File: config.mk
export PLATFORM = sky130hd
export DESIGN_NAME = imm_signext_flat
export DESIGN_NICKNAME = d
export VERILOG_FILES = /design/src/rtl/imm_signext_if.sv /design/src/rtl/imm_signext.sv /design/src/flat_wrapper.sv
export SDC_FILE = /design/constraint.sdc
export NUM_CORES = 1
export LEC_CHECK = 0
export CAP_MARGIN = 30
export CORE_ASPECT_RATIO = 1.1
export CORE_MARGIN = 4
export CORE_UTILIZATION = 39
export CTS_CLUSTER_SIZE = 14
export DETAILED_ROUTE_END_ITERATION = 12
export GPL_ROUTABILITY_DRIVEN = 1
export GPL_TIMING_DRIVEN = 0
export PLACE_DENSITY = 0.9
export SLEW_MARGIN = 40
export SYNTH_ARGS = -nofsm -noshare
export SYNTH_HDL_FRONTEND = slang
export SYNTH_SLANG_ARGS = --single-unit
File: constraint.sdc
create_clock -name clk -period 2.1 [get_ports clk]
set_input_delay 0.525 -clock clk [delete_from_list [all_inputs] [get_ports clk]]
set_output_delay 0.525 -clock clk [all_outputs]
set_load 0.005 [all_outputs]
File: src/rtl/imm_signext_if.sv
// Instruction-to-immediate bus between fetch/decode and the sign-extension unit.
// No ready: imm_valid only qualifies imm_ext, and the consumer must accept the result on every cycle.
interface imm_signext_if;
  logic [31:0] instr;
  logic [63:0] imm_ext;
  logic        imm_valid;

  modport master (
    output instr,
    input  imm_ext,
    input  imm_valid
  );

  modport slave (
    input  instr,
    output imm_ext,
    output imm_valid
  );
endinterface

File: src/rtl/imm_signext.sv
// LEGv8 immediate decode: picks the immediate field by opcode, then sign- or zero-extends it to 64 bits.
// The result is registered with one cycle of latency. Unknown opcodes produce zero with imm_valid low.
module imm_signext (
  input  logic          clk,
  input  logic          rst_n,
  imm_signext_if.slave  bus
);

  logic [63:0] imm_d;
  logic        valid_d;

  // The formats are mutually exclusive, so the priority order only fixes the structure of the logic.
  always_comb begin
    imm_d   = 64'h0;
    valid_d = 1'b0;
    if (bus.instr[31:26] == 6'b000101 || bus.instr[31:26] == 6'b100101) begin
      imm_d   = {{38{bus.instr[25]}}, bus.instr[25:0]};
      valid_d = 1'b1;
    end else if (bus.instr[31:24] == 8'b10110100 || bus.instr[31:24] == 8'b10110101 ||
                 bus.instr[31:24] == 8'b01010100) begin
      imm_d   = {{45{bus.instr[23]}}, bus.instr[23:5]};
      valid_d = 1'b1;
    end else if (bus.instr[31:21] == 11'b11111000010 || bus.instr[31:21] == 11'b11111000000) begin
      imm_d   = {{55{bus.instr[20]}}, bus.instr[20:12]};
      valid_d = 1'b1;
    end else if (bus.instr[31:22] == 10'b1001000100 || bus.instr[31:22] == 10'b1101000100) begin
      // ADDI/SUBI immediates are unsigned.
      imm_d   = {52'h0, bus.instr[21:10]};
      valid_d = 1'b1;
    end
  end

  always_ff @(posedge clk or negedge rst_n) begin
    if (!rst_n) begin
      bus.imm_ext   <= 64'h0;
      bus.imm_valid <= 1'b0;
    end else begin
      bus.imm_ext   <= imm_d;
      bus.imm_valid <= valid_d;
    end
  end

endmodule

File: src/flat_wrapper.sv
// flat-port wrapper written by rule: the top's interface ports become plain ports
module imm_signext_flat 
  (clk, rst_n, bus_instr, bus_imm_ext, bus_imm_valid);
  imm_signext_if bus_i ();
  input  logic clk;
  input  logic rst_n;
  input wire logic [$bits(bus_i.instr)-1:0] bus_instr;
  output wire logic [$bits(bus_i.imm_ext)-1:0] bus_imm_ext;
  output wire logic [$bits(bus_i.imm_valid)-1:0] bus_imm_valid;
  assign bus_i.instr = bus_instr;
  assign bus_imm_ext = bus_i.imm_ext;
  assign bus_imm_valid = bus_i.imm_valid;
  imm_signext u_core (.clk(clk), .rst_n(rst_n), .bus(bus_i));
endmodule
==> flow_metrics.py <==
metrics = {
    "status": {
        "run_status": "finished with violations",
        "violations": "setup timing",
    },
    "cts": {
        "cts_root_buf": "clkbuf_8",
        "cts_buffers": 3,
        "cts_tree": "built",
        "cts_htree_levels": 1,
        "ctsHoldBuffers": 0,
        "cts.sinks": 27,
        "cts_max_path_buffers": 2,
        "clk_pin_slew_ns": 0.09,
    },
    "flow_run": {
        "cap_violations": 0,
    },
    "timing": {
        "worstMarginPinSlew_ns": 0.5916,
        "hold_viol": 0,
        "setup_slack_ns": -0.01935,
        "clock.fmax_mhz": 471.8,
        "maxSlewHeadroom_pct": 60.56,
        "setup_violations": 2,
        "slew_viol_final": 0,
        "finalCritPeriodShare_pct": 100.9,
        "min_period_ns": 2.119,
    },
    "floorplan": {
        "std_cell_rows": 23,
        "start_util_pct": 41.05,
        "dieHeight_um": 73.56,
        "die_area_sq_um": 4973,
        "die_x_um": 67.60,
        "fp.coreArea_sq_um": 3712,
        "io_pins": 99,
    },
    "pwr": {
        "clockPowerShare_pct": 28.8,
        "peakVddDrop_v": 0.0003547,
        "switching_power_uw": 231.5,
        "combPwrFrac_pct": 18.4,
        "p_leak_nw": 1.337,
        "p_per_area_nw_per_um2": 372.6,
        "switching_share_pct": 23.05,
        "share_seq_of_total_power_pct": 52.8,
        "total_power_mw": 1.004,
        "p_int_uw": 772.6,
    },
    "global_route": {
        "antenna_found_initial": 0,
        "grt_pass1_wl_mm": 6.969,
        "grt-ovfl-total": 0,
        "grt_pass1_vias": 1473,
        "grt_use_total_pct": 18.55,
        "grt_start_max_net_pins": 28,
    },
    "detailed_routing": {
        "wl_mm": 4.537,
        "drc": 0,
        "wl_met3_um": 568,
        "via_count": 1530,
        "drtIter0Drc": 89,
        "wire_per_inst_um": 14.59,
        "highest_layer": "met4",
        "vias_per_cell": 4.920,
        "first_pass_iters": 4,
        "met1_length_mm": 1.579,
        "ant_nets": 0,
        "wl_met2_mm": 2.294,
    },
    "layout": {
        "fin_cells": 311,
        "n_fill_cell": 271,
        "nets": 296,
        "n_antenna_cell": 0,
        "syn_to_final_growth_pct": 76.85,
        "drive_gt1_share_pct": 24.52,
    },
    "worst_setup_path": {
        "cp-start-kind": "input port",
        "worst_ep_required_time_ns": 2.31,
        "crit_path_max_fanout": 5,
        "path_class": "in -> reg",
        "cp.arrival_ns": 2.33,
        "end_kind": "flip-flop",
    },
    "synth": {
        "netlist_top_cells_count": "buf_4 (40), nand2_1 (31), dfrtp_1 (27), a222oi_1 (8), a22oi_1 (8)",
        "yosysTopAreaCell": "dfrtp_1",
        "synth-async-reset-ratio_pct": 100.0,
        "netlist.area_leader.share_pct": 44.33,
        "syn_nets": 188,
        "yosys_warnings": 0,
        "avgSynthCellArea_sq_um": 9.896,
        "synth_enable_flop_cells": 0,
        "syn_inst": 154,
        "netlist_area_sq_um": 1524,
        "synth-seq-cells": 27,
        "synth-main-ff-cell": "dfrtp_1",
        "yosys-top-cells-area": "dfrtp_1 (44%), buf_4 (20%), nand2_1 (7.6%)",
        "synth.most_common_cell": "buf_4",
        "ys_seq_area_share_pct": 44.33,
        "synth_cell_types": 27,
    },
    "placement": {
        "io_buffers": 98,
        "dp_hpwl_mm": 3.450,
        "dp.cells": 302,
        "place.gp.congestion": 0.8631,
    },
    "worst_hold_path": {
        "hp-class": "in -> async",
    },
}
==> state kept, by name (all words and copies together) (netlist names) <==
signal	flops
u_core.bus.imm_ext	26
u_core.bus.imm_valid	1
==> power by group through the flow <==
stage | logic (mW) | registers [mW] | clock network [mW]
floorplan | 0.0414 | 0.543 | 0
global placement | 0.176 | 0.542 | 0
detailed placement | 0.177 | 0.543 | 0
CTS | 0.183 | 0.530 | 0.298
global route | 0.199 | 0.531 | 0.319
finish | 0.185 | 0.530 | 0.289
==> layout make-up <==
cell class | count | area (sq um) | area share (%)
plain buffers | 44 | 329.1 | 12.21
clock buffers | 3 | 41.29 | 1.532
clock inverters | 1 | 5.005 | 0.1857
multi-input cells | 83 | 549.3 | 20.38
flip-flops and latches | 27 | 679.4 | 25.21
well taps | 50 | 62.56 | 2.321
repair buffers | 103 | 1028 | 38.16
==> metrics by stage <==
| step | hold slack, ns | instance area (sq um) | TNS (ns) | util (%) | setup WS [ns] |
|---|---|---|---|---|---|
| after floorplan | 0.2294 | 1524 | 0 | - | 0.3622 |
| after global placement | 1.090 | 2567 | -13.40 | 69.16 | -0.3549 |
| after detailed placement | 0.5631 | 2564 | -7.599 | 69.06 | -0.3984 |
| after CTS | 0.2583 | 2654 | -0.001724 | 71.49 | -0.001724 |
| after global routing | 0.2955 | 2695 | -0.05517 | 72.60 | -0.01778 |
| final | 0.2409 | 2695 | -0.02218 | 72.60 | -0.01935 |
==> cells in the final DEF (no fill, tap or decap), types with 2 or more instances in the layout <==
master	instances
dlymetal6s2s_1	2
nand2_1	30
o21ai_0	4
nand3b_1	3
buf_4	43
a22oi_1	8
dfrtp_1	26
clkbuf_8	3
a222oi_1	8
clkdlybuf4s50_1	94
nand2b_1	2
nand3_1	4
nor2_1	3
buf_6	3
buf_2	2
a21o_1	6
nor3_4	2
==> worst paths after layout <==
check	depth (start not counted)	from	to	slack, ns
max	6	bus_instr[31]	u_core.bus.imm_ext[1]	-0.02
max in group asynchronous	1	rst_n	u_core.bus.imm_ext[62]	1.40
min in group clk	3	bus_instr[30]	u_core.bus.imm_ext[11]	0.77
min	1	rst_n	u_core.bus.imm_valid	0.24
==> what timing repair did <==
| action | in CTS | in global routing |
|---|---|---|
| pin swaps | 0 | 1 |
| setup buffers | 4 | 0 |
| gates resized for setup | 4 | 10 |
| cloned | 0 | 1 |
| setup endpoints to repair | 49 | 29 |
==> metal layers <==
metal / global-route usage, % / vias to the layer above
met1: 21.22 / 697
met3: 4.434 / 9
met5: 0 / -
met2: 32.65 / 103
met4: 7.432 / 0
li1: - / 721
==> critical path: stages <==
cell	delay (ns)
clkdlybuf4s50_1	0.54
or3b_4	0.44
nor4_4	0.33
clkdlybuf4s15_2	0.31
a222oi_1	0.08
nand2_1	0.11
==> kinds of logic after synthesis <==
group	after synthesis	share of synthesized area, %
AO/OA/AOI/OAI	30	16.34
buffers and inverters	44	21.35
flip-flops	27	44.34
AND/OR/NAND/NOR	53	17.98
Note: power is estimated with default switching activity, not from simulation.
